`src/rtl/iic_axil_master.sv`:
```
// rtl/iic_axil_master.sv - one-at-a-time command to AXI4-Lite master sequencer for the axi_iic_0 register port
// Optional IRQ latch (2-flop sync, rising-edge set, irq_clr clear) enabled by defining IIC_IRQ_LATCH_EN.
module iic_axil_master #(
    parameter int ADDR_W = 9,
    parameter int DATA_W = 32
) (
    input  logic              clk,
    input  logic              rst,
    input  logic              cmd_valid,
    output logic              cmd_ready,
    input  logic              cmd_we,
    input  logic [ADDR_W-1:0] cmd_addr,
    input  logic [DATA_W-1:0] cmd_wdata,
    input  logic [3:0]        cmd_wstrb,
    output logic              rsp_valid,
    input  logic              rsp_ready,
    output logic              rsp_we,
    output logic [DATA_W-1:0] rsp_rdata,
    output logic [1:0]        rsp_resp,
    output logic              busy,
    output logic [ADDR_W-1:0] m_axi_awaddr,
    output logic              m_axi_awvalid,
    input  logic              m_axi_awready,
    output logic [DATA_W-1:0] m_axi_wdata,
    output logic [3:0]        m_axi_wstrb,
    output logic              m_axi_wvalid,
    input  logic              m_axi_wready,
    input  logic [1:0]        m_axi_bresp,
    input  logic              m_axi_bvalid,
    output logic              m_axi_bready,
    output logic [ADDR_W-1:0] m_axi_araddr,
    output logic              m_axi_arvalid,
    input  logic              m_axi_arready,
    input  logic [DATA_W-1:0] m_axi_rdata,
    input  logic [1:0]        m_axi_rresp,
    input  logic              m_axi_rvalid,
    output logic              m_axi_rready,
    input  logic              irq_in,
    output logic              irq_pending,
    input  logic              irq_clr
);

    typedef enum logic [2:0] {
        IDLE    = 3'd0,
        WR      = 3'd1,
        WR_RESP = 3'd2,
        RD_ADDR = 3'd3,
        RD_DATA = 3'd4,
        RSP     = 3'd5
    } state_t;

    state_t            state_q, state_d;
    logic [ADDR_W-1:0] addr_q, addr_d;
    logic [DATA_W-1:0] wdata_q, wdata_d;
    logic [3:0]        wstrb_q, wstrb_d;
    logic              we_q, we_d;
    logic              aw_done_q, aw_done_d;
    logic              w_done_q, w_done_d;
    logic [DATA_W-1:0] rdata_q, rdata_d;
    logic [1:0]        resp_q, resp_d;

    // Ready is masked by rst so nothing is accepted while the core is also held in reset.
    assign cmd_ready     = (state_q == IDLE) && !rst;
    assign busy          = (state_q != IDLE);
    assign rsp_valid     = (state_q == RSP);
    assign rsp_we        = we_q;
    assign rsp_rdata     = rdata_q;
    assign rsp_resp      = resp_q;

    assign m_axi_awaddr  = addr_q;
    assign m_axi_araddr  = addr_q;
    assign m_axi_wdata   = wdata_q;
    assign m_axi_wstrb   = wstrb_q;
    assign m_axi_awvalid = (state_q == WR) && !aw_done_q;
    assign m_axi_wvalid  = (state_q == WR) && !w_done_q;
    assign m_axi_bready  = (state_q == WR_RESP);
    assign m_axi_arvalid = (state_q == RD_ADDR);
    assign m_axi_rready  = (state_q == RD_DATA);

    always_comb begin
        state_d   = state_q;
        addr_d    = addr_q;
        wdata_d   = wdata_q;
        wstrb_d   = wstrb_q;
        we_d      = we_q;
        aw_done_d = aw_done_q;
        w_done_d  = w_done_q;
        rdata_d   = rdata_q;
        resp_d    = resp_q;
        case (state_q)
            IDLE: begin
                if (cmd_valid && cmd_ready) begin
                    addr_d    = {cmd_addr[ADDR_W-1:2], 2'b00};
                    wdata_d   = cmd_wdata;
                    wstrb_d   = cmd_wstrb;
                    we_d      = cmd_we;
                    aw_done_d = 1'b0;
                    w_done_d  = 1'b0;
                    state_d   = cmd_we ? WR : RD_ADDR;
                end
            end
            WR: begin
                // AW and W retire independently; leave only when both are done.
                aw_done_d = aw_done_q || (m_axi_awvalid && m_axi_awready);
                w_done_d  = w_done_q || (m_axi_wvalid && m_axi_wready);
                if (aw_done_d && w_done_d) begin
                    state_d = WR_RESP;
                end
            end
            WR_RESP: begin
                if (m_axi_bvalid) begin
                    resp_d  = m_axi_bresp;
                    rdata_d = '0;
                    state_d = RSP;
                end
            end
            RD_ADDR: begin
                if (m_axi_arready) begin
                    state_d = RD_DATA;
                end
            end
            RD_DATA: begin
                if (m_axi_rvalid) begin
                    rdata_d = m_axi_rdata;
                    resp_d  = m_axi_rresp;
                    state_d = RSP;
                end
            end
            RSP: begin
                if (rsp_ready) begin
                    state_d = IDLE;
                end
            end
            default: state_d = IDLE;
        endcase
    end

    always_ff @(posedge clk) begin
        if (rst) begin
            state_q   <= IDLE;
            addr_q    <= '0;
            wdata_q   <= '0;
            wstrb_q   <= '0;
            we_q      <= 1'b0;
            aw_done_q <= 1'b0;
            w_done_q  <= 1'b0;
            rdata_q   <= '0;
            resp_q    <= '0;
        end else begin
            state_q   <= state_d;
            addr_q    <= addr_d;
            wdata_q   <= wdata_d;
            wstrb_q   <= wstrb_d;
            we_q      <= we_d;
            aw_done_q <= aw_done_d;
            w_done_q  <= w_done_d;
            rdata_q   <= rdata_d;
            resp_q    <= resp_d;
        end
    end

`ifdef IIC_IRQ_LATCH_EN
    logic irq_s1_q, irq_s1_d;
    logic irq_s2_q, irq_s2_d;
    logic irq_prev_q, irq_prev_d;
    logic irq_pend_q, irq_pend_d;

    // A clear is applied first so a coincident edge still sets the latch.
    always_comb begin
        irq_s1_d   = irq_in;
        irq_s2_d   = irq_s1_q;
        irq_prev_d = irq_s2_q;
        irq_pend_d = irq_pend_q;
        if (irq_clr) begin
            irq_pend_d = 1'b0;
        end
        if (irq_s2_q && !irq_prev_q) begin
            irq_pend_d = 1'b1;
        end
    end

    always_ff @(posedge clk) begin
        if (rst) begin
            irq_s1_q   <= 1'b0;
            irq_s2_q   <= 1'b0;
            irq_prev_q <= 1'b0;
            irq_pend_q <= 1'b0;
        end else begin
            irq_s1_q   <= irq_s1_d;
            irq_s2_q   <= irq_s2_d;
            irq_prev_q <= irq_prev_d;
            irq_pend_q <= irq_pend_d;
        end
    end

    assign irq_pending = irq_pend_q;
`else
    logic unused_irq;
    assign unused_irq  = irq_in ^ irq_clr;
    assign irq_pending = 1'b0;
`endif

endmodule

```
`config.mk`:
```
export PLATFORM = sky130hd
export DESIGN_NAME = iic_axil_master
export DESIGN_NICKNAME = d
export VERILOG_FILES = /design/src/rtl/iic_axil_master.sv
export SDC_FILE = /design/constraint.sdc
export NUM_CORES = 1
export LEC_CHECK = 0
export CAP_MARGIN = 40
export CORE_AREA = 4 4 96 98
export DETAILED_ROUTE_END_ITERATION = 8
export DIE_AREA = 0 0 100 102
export GPL_TIMING_DRIVEN = 1
export HOLD_SLACK_MARGIN = 0.12
export PLACE_DENSITY = 0.84
export SKIP_LAST_GASP = 1
export SYNTH_ARGS = -nofsm -noshare
export SYNTH_HDL_FRONTEND = slang
export SYNTH_SLANG_ARGS = --single-unit
export TNS_END_PERCENT = 100
```
`constraint.sdc`:
```
create_clock -name clk -period 3.2 [get_ports clk]
set_input_delay 0.48 -clock clk [delete_from_list [all_inputs] [get_ports clk]]
set_output_delay 0.48 -clock clk [all_outputs]
set_load 0.01 [all_outputs]
```
### After elaboration in Yosys (flattened, before gate mapping)

Cells that the tools add are included.

| storage, ports and cells | value |
|---|---|
| flip-flop bits (word level) | 83 |
| bits of input ports | 93 |
| logic and storage cells | 57 |

| cells by class | value |
|---|---|
| equal/unequal tests | 11 |
| mux-type cells | 17 |
| reductions and logical operators | 20 |

Operator list:

| cell | count |
|---|---|
| two-way mux 32 bit | 2 |
| one-hot mux 32 bit (2 select lines) | 1 |
| two-way mux 3 bit | 6 |
| one-hot mux 3 bit (6 select lines) | 1 |
| inequality test 2 x 1 -> 1 bit, second input constant | 4 |
| logical AND 1 bit | 7 |
| equality test 3 x 2 -> 1 bit, second input constant | 2 |
| equality test 3 bit, second input constant | 2 |
| two-way mux 2 bit | 3 |
| AND reduction 6 bit | 1 |
| inequality test 2 bit, second input constant | 2 |
| one-hot mux 1 bit (2 select lines) | 2 |
| one-hot mux 2 bit (2 select lines) | 1 |
| AND reduction 2 bit | 2 |
| nonzero test 2 bit | 2 |
| equality test 3 x 1 -> 1 bit, second input constant | 1 |
| zero test 1 bit | 3 |
| zero test 3 bit | 1 |
| AND reduction 3 bit | 1 |
| nonzero test 3 bit | 1 |
| logical OR 1 bit | 2 |
| two-way mux 1 bit | 1 |

### Longest topological paths before layout

Gate-level depths: netlist of run 1.

| logic depth | value |
|---|---|
| depth in word-level cells | 7 |
| depth in mapped cells | 7 |

### Worst setup path after synthesis of run 1

Ideal clock, no wire load.

| timing path | value |
|---|---|
| path type | reg2out |
| from | register state_q[1] |
| to | output m_axi_bready |
| arrival time | 1089 ps |
| slack | 1631 ps |
| stages on the path, launching flop included | 4 |
| path buffers | 2 |
| cells stage by stage | dfxtp_1 -> buf_2 -> clkbuf_1 -> nor3b_1 |

| on the way | value |
|---|---|
| word-level cells in the longest chain between the ends | 1 |

Ends and longest elaborated chain:

| what | RTL line | RTL |
|---|---|---|
| from (decl) | 52 | `state_t state_q, state_d;` |
| from (signal assigned) | 150 | `state_q <= state_d;` |
| equality test 3 x 2 -> 1 bit | 76 | `assign m_axi_bready = (state_q == WR_RESP);` |
| to (decl) | 30 | `output logic m_axi_bready,` |

Every way passes these cells.

### Worst setup path in the final report of run 1

| timing path | value |
|---|---|
| from | register state_q[0] |
| to | output m_axi_wvalid |

| on the way | value |
|---|---|
| word-level cells in the longest chain between the ends | 2 |

Ends and longest elaborated chain:

| what | RTL line | RTL |
|---|---|---|
| equality test 3 x 1 -> 1 bit | 75 | `assign m_axi_wvalid = (state_q == WR) && !w_done_q;` |
| logical AND 1 bit | 75 |  |
| to (decl) | 26 | `output logic m_axi_wvalid,` |

Every way passes these cells.

==> results.py, run 1 <==
metrics = {
    "yosys": {
        "ys_seq_area_frac": 0.497,
        "synth_cell_type_count": 30,
        "postSynthCellCount": 375,
        "netlist_area_um2": 3340,
        "syn_area_per_cell_um2": 8.92,
        "yosysWarnings": 0,
        "synth-seq-cells": 83,
    },
    "routing": {
        "first_pass_iters": 4,
        "ant_nets": 0,
        "dr.first_iter.drc_count": 108,
        "vias": 3111,
        "routedWlPerCell_um": 14.6,
        "wirelength_um": 9410,
        "vias_per_cell": 4.81,
        "drcViolationCount": 0,
    },
    "grt": {
        "grt_usage": 0.186,
        "grt-busiest-layer": "met2",
        "gr-total-overflow": 0,
        "grt_max_degree": 87,
        "grtUsageMet3": 0.0703,
        "use_met1": 0.227,
        "gr-usage-met2": 0.303,
        "grt_pass1_vias": 3147,
        "grt_pass1_wl_um": 15300,
        "antenna_found_initial": 0,
    },
    "clock_tree": {
        "cts_tree": "built",
        "clock_path_buffers": 2,
        "cts_buffers": 9,
        "cts_sinks": 83,
        "clockRootBuffer": "clkbuf_8",
        "htreeDepth": 3,
        "path_clk_slew_ns": 0.08,
        "cts_hold_buf": 0,
        "worstSkewPairLatency_ns": 0.34,
        "cts-resized-gates": 0,
        "post_cts_buffers": 0,
    },
    "timing": {
        "rsz0062_at_grt": "false",
        "fmax_mhz": 384,
        "worst_pin_slew_ns": 0.749,
        "drv_slew": 0,
        "period_minus_slack_ns": 2.60,
        "fin_crit_sh": 0.814,
        "tns_ns": 0,
        "skew_ns": 0.00651,
        "layout_setup_ws_ns": 0.597,
        "slew_headroom": 0.501,
        "finalHoldViolCount": 0,
        "setup_viol": 0,
    },
    "die": {
        "rows": 34,
        "die_w_um": 100,
        "start_util": 0.395,
        "ios": 191,
        "fp.coreArea_um2": 8470,
        "die_y_um": 102,
        "dieArea_um2": 10200,
    },
    "layout": {
        "area_delta_synth_final_pct": 58.8,
        "final_common_cell": "clkdlybuf4s50_1",
        "fin_cells": 647,
        "antennaDiodeCount": 0,
        "nets": 627,
        "final_cell_mix": "clkdlybuf4s50_1 (180), nand2_1 (92), dfxtp_1 (83)",
        "drive_gt1_frac": 0.0519,
        "fillers": 696,
    },
    "place": {
        "dp_hpwl_um": 6760,
        "dp_slack_ns": 0.976,
        "gp_congestion": 0.716,
        "io_buffers": 181,
        "dp.cells": 631,
    },
    "worst_hold_path": {
        "min-delay-path-class": "flip-flop to flip-flop",
    },
    "worst_setup_path": {
        "worstSetupEndpointType": "output pin",
        "arrival_ns": 2.12,
        "required_ns": 2.72,
        "start_kind": "flip-flop",
        "crit_type": "flip-flop to output pin",
        "cp_max_fo": 14,
    },
    "run_status": {
        "outcome": "completed",
    },
    "power_and_ir_drop": {
        "ir_drop_uv": 349,
        "leakage_nw": 2.12,
        "power_density_nw_per_um2": 664,
    },
    "flow_run": {
        "max-cap-violations": 0,
    },
}
## per-layer routing
metal | wire [um] | up-vias | share of wire
met2 | 4300 | 139 | 0.46
li1 | - | 1547 | -
met5 | 0 | - | 0
met1 | 3970 | 1414 | 0.42
met3 | 1020 | 11 | 0.11
met4 | 128 | 0 | 0.014
## synth_stat cells
cell type,instances,share of area
o22a_1,1,0.0026
nor2_1,42,0.047
and2_1,3,0.0056
inv_1,1,0.0011
nor2b_1,2,0.0037
dfxtp_1,83,0.50
nor3_1,2,0.0030
a31oi_1,1,0.0019
or4_1,1,0.0022
a21o_1,2,0.0045
nor3b_4,1,0.0056
nor4_4,1,0.0064
clkbuf_1,10,0.011
a22oi_1,29,0.065
o21ai_0,2,0.0030
mux2_2,3,0.010
a21oi_1,5,0.0075
nand3b_1,46,0.10
mux2i_1,3,0.0090
conb_1,1,0.0011
nor3b_1,3,0.0067
or3_1,1,0.0019
a22oi_2,3,0.011
a2bb2oi_1,1,0.0026
buf_2,5,0.0075
nand2_1,92,0.10
buf_6,7,0.024
buf_4,20,0.045
nand2b_1,3,0.0056
o22ai_1,1,0.0019
## through the flow
stage | hold slack, ns | total power [mW] | instance area [um2] | utilization
2_1_floorplan | 0.494 | 2.05 | 3360 | -
6_report | 0.479 | 3.52 | 5310 | 0.627
3_3_place_gp | 0.461 | 2.59 | 5040 | 0.595
4_1_cts | 0.478 | 3.57 | 5310 | 0.627
5_1_grt | 0.491 | 3.73 | 5310 | 0.627
3_5_place_dp | 0.465 | 2.65 | 5070 | 0.599
## report_power, final
part | leakage (nW) | switching, mW | internal (mW)
sequential | 0.677 | 0.168 | 1.22
clock | 0.117 | 0.360 | 0.541
combinational | 1.33 | 0.548 | 0.687
total | 2.12 | 1.08 | 2.45
## cell type report
class                   count  area, um2  area share
clock buffers              12        145      0.0273
flip-flops and latches     83       1660       0.313
multi-input cells         253       1400       0.264
repair buffers            186       1860       0.351
inverters                   1       3.75    0.000707
well taps                 108        135      0.0254
clock inverters             4       97.6      0.0184
## path summary, 6_finish.rpt
check | startpoint | end | slack, ns | depth (start not counted)
min reg2reg | m_axi_wdata[6] | m_axi_wdata[6] | 0.48 | 2
max | state_q[0] | m_axi_wvalid | 0.60 | 4
max reg2reg | state_q[1] | rsp_resp[1] | 1.15 | 5
min | m_axi_wdata[6] | m_axi_wdata[6] | 0.48 | 2
## cell families (layout without fill, tap and decap cells)
family	after synthesis	in the layout	share of synthesized area
simple gates	197	197	0.294
other cells	1	5	0.00112
compound gates	45	45	0.100
buf+inv	43	203	0.0883
mux	6	6	0.0191
flops	83	83	0.497
## registers in the layout, summed over array words and instances (netlist names)
name,flops
m_axi_wdata,32
rsp_rdata,32
m_axi_araddr,7
m_axi_wstrb,4
state_q,3
rsp_resp,2
aw_done_q,1
rsp_we,1
w_done_q,1
## critical path, stage by stage (launching register included)
cell,delay (ns)
dfxtp_1,0.66
nor2b_1,0.31
nand2b_1,0.13
nor2_1,0.11
clkdlybuf4s50_1,0.58
(Power assumes the default switching activity.)
==> inputs of run 2 (changes only) <==
--- a/config.mk
+++ b/config.mk
@@ -6,12 +6,12 @@
 export NUM_CORES = 1
 export LEC_CHECK = 0
 export CAP_MARGIN = 40
-export CORE_AREA = 4 4 96 98
+export CORE_AREA = 4 4 99 101
 export DETAILED_ROUTE_END_ITERATION = 8
-export DIE_AREA = 0 0 100 102
+export DIE_AREA = 0 0 103 105
 export GPL_TIMING_DRIVEN = 1
 export HOLD_SLACK_MARGIN = 0.12
-export PLACE_DENSITY = 0.84
+export PLACE_DENSITY = 0.79
 export SKIP_LAST_GASP = 1
 export SYNTH_ARGS = -nofsm -noshare
 export SYNTH_HDL_FRONTEND = slang
==> constraint.sdc (replaced) <==
create_clock -name clk -period 2.65 [get_ports clk]
set_input_delay 0.3975 -clock clk [delete_from_list [all_inputs] [get_ports clk]]
set_output_delay 0.3975 -clock clk [all_outputs]
set_load 0.01 [all_outputs]
==> run 2 against run 1 <==
Effect of this change: clock skew increased by 0.0051 ns; via count shrank 0.80%; highest routed layer unchanged; non-clock buffer count decreased by 1; cell count increased by 0.31%; global-route usage is 1.2 points lower; clock-buffer cell count shrank 1.
==> results.py, run 2 (same netlist as run 1, synthesis figures left out) <==
metrics = {
    "routing": {
        "wirelength_um": 9630,
        "routedWlPerCell_um": 14.8,
        "vias_per_cell": 4.76,
        "dr.first_iter.drc_count": 116,
        "first_pass_iters": 4,
        "vias": 3086,
        "drcViolationCount": 0,
        "ant_nets": 0,
    },
    "die": {
        "ios": 191,
        "rows": 35,
        "die_w_um": 103,
        "dieArea_um2": 10800,
        "start_util": 0.371,
        "die_y_um": 105,
        "fp.coreArea_um2": 9020,
    },
    "timing": {
        "setup_viol": 0,
        "tns_ns": 0,
        "finalHoldViolCount": 0,
        "rsz0062_at_grt": "false",
        "fmax_mhz": 434,
        "drv_slew": 0,
        "fin_crit_sh": 0.869,
        "worst_pin_slew_ns": 0.857,
        "slew_headroom": 0.428,
        "hold_ws_ns": 0.477,
        "period_minus_slack_ns": 2.30,
        "skew_ns": 0.0116,
    },
    "layout": {
        "drive_gt1_frac": 0.0576,
        "area_delta_synth_final_pct": 57.2,
        "final_cell_mix": "clkdlybuf4s50_1 (180), nand2_1 (92), dfxtp_1 (82)",
        "final_common_cell": "clkdlybuf4s50_1",
        "nets": 626,
        "utilization": 0.583,
        "antennaDiodeCount": 0,
    },
    "grt": {
        "grt_max_degree": 87,
        "gr-total-overflow": 0,
        "grt_pass1_vias": 3062,
        "grt_pass1_wl_um": 15100,
        "grtUsageMet3": 0.0708,
        "grt-busiest-layer": "met2",
        "use_met1": 0.210,
        "grt_usage": 0.174,
        "antenna_found_initial": 0,
        "gr-usage-met2": 0.282,
    },
    "power_and_ir_drop": {
        "p_seq_frac": 0.410,
        "swShare": 0.320,
        "switchingPower_mw": 1.30,
        "internal_power_mw": 2.77,
        "pwr-share-comb": 0.359,
        "ir_drop_uv": 490,
        "power_mw": 4.08,
        "power_density_nw_per_um2": 776,
        "leakage_nw": 2.10,
        "power_frac_clock": 0.231,
    },
    "worst_setup_path": {
        "r2r_start": "state_q[1]",
        "arrival_ns": 1.91,
        "crit_type": "flip-flop to output pin",
        "start_kind": "flip-flop",
        "reg2reg_depth": 3,
        "worstSetupEndpointType": "output pin",
        "required_ns": 2.25,
        "reg2reg_to": "w_done_q",
        "ff2ff_setup_slack_ns": 0.73,
        "cp_max_fo": 19,
    },
    "clock_tree": {
        "path_clk_slew_ns": 0.08,
        "cts_tree": "built",
        "clock_path_buffers": 2,
        "cts_buffers": 9,
        "cts_sinks": 83,
        "htreeDepth": 3,
        "worstSkewPairLatency_ns": 0.34,
        "clockRootBuffer": "clkbuf_8",
        "cts-resized-gates": 0,
        "cts_hold_buf": 0,
        "post_cts_buffers": 0,
    },
    "place": {
        "io_buffers": 181,
        "dp_hpwl_um": 6850,
        "gp_congestion": 0.761,
    },
    "worst_hold_path": {
        "min-delay-path-class": "flip-flop to flip-flop",
        "worstHoldPathCells": 2,
        "hold_end": "m_axi_wdata[10]",
        "min_from": "m_axi_wdata[10]",
    },
    "flow_run": {
        "max-cap-violations": 0,
    },
    "run_status": {
        "outcome": "completed",
    },
}
[run 2: cell types whose count changed in the layout (fill, tap and decap cells not counted), sizes merged]
| cell | change |
|---|---|
| buf | -1 |
| bufinv | -2 |
| clkbuf | -1 |
| clkinv | +2 |
| inv | +1 |
[run 2: area by class of cell]
type | instances | area, um2
Tap cell | 111 | 139
Sequential cell | 83 | 1660
Multi-Input combinational cell | 253 | 1400
Inverter | 1 | 3.75
Clock inverter | 5 | 60.1
Clock buffer | 11 | 151
Fill cell | 815 | 3760
Timing Repair Buffer | 185 | 1840
[run 2: how the worst max path moves through the flow]
stage / start / cells after the start / to / slack, ns
detailed placement: state_q[0] / 4 / m_axi_wvalid / 0.54
global placement: state_q[0] / 4 / m_axi_wvalid / 0.58
floorplan: state_q[1] / 3 / m_axi_bready / 1.16
finish: state_q[1] / 2 / m_axi_bready / 0.35
CTS: state_q[0] / 4 / m_axi_wvalid / 0.13
global route: state_q[1] / 2 / m_axi_bready / 0.16
[run 2: worst max-delay path, stage by stage (launching register included)]
cell and delay [ns]:
dfxtp_1 0.73, nor3b_1 0.26, clkdlybuf4s50_1 0.58
[run 2: stage by stage]
| stage | std cells | cell area, um2 | setup slack [ns] |
|---|---|---|---|
| 6_report | 649 | 5260 | 0.347 |
| 4_1_cts | 649 | 5260 | 0.129 |
| 3_3_place_gp | 633 | 5040 | 0.578 |
| 2_1_floorplan | 379 | 3360 | 1.16 |
| 3_5_place_dp | 633 | 5040 | 0.545 |
| 5_1_grt | 649 | 5260 | 0.159 |
[run 2: power groups by stage]
stage / combinational (mW) / clock, mW / sequential (mW)
final: 1.46 / 0.942 / 1.67
after global routing: 1.60 / 1.04 / 1.71
after CTS: 1.49 / 0.991 / 1.67
after detailed placement: 1.48 / 0 / 1.70
after global placement: 1.46 / 0 / 1.68
after floorplan: 0.755 / 0 / 1.72
[run 2: routing by layer]
layer	wire, um	up-vias
li1	-	1547
met1	3920	1391
met2	4460	140
met3	1170	8
met4	89	0
met5	0	-
==> inputs of run 3 (changes only) <==
--- a/config.mk
+++ b/config.mk
@@ -5,6 +5,7 @@
 export SDC_FILE = /design/constraint.sdc
 export NUM_CORES = 1
 export LEC_CHECK = 0
+export ABC_AREA = 0
 export CAP_MARGIN = 40
 export CORE_AREA = 4 4 99 101
 export DETAILED_ROUTE_END_ITERATION = 8
==> results of run 3 <==
The final DEF is identical to that of run 2; final timing and power are the same.
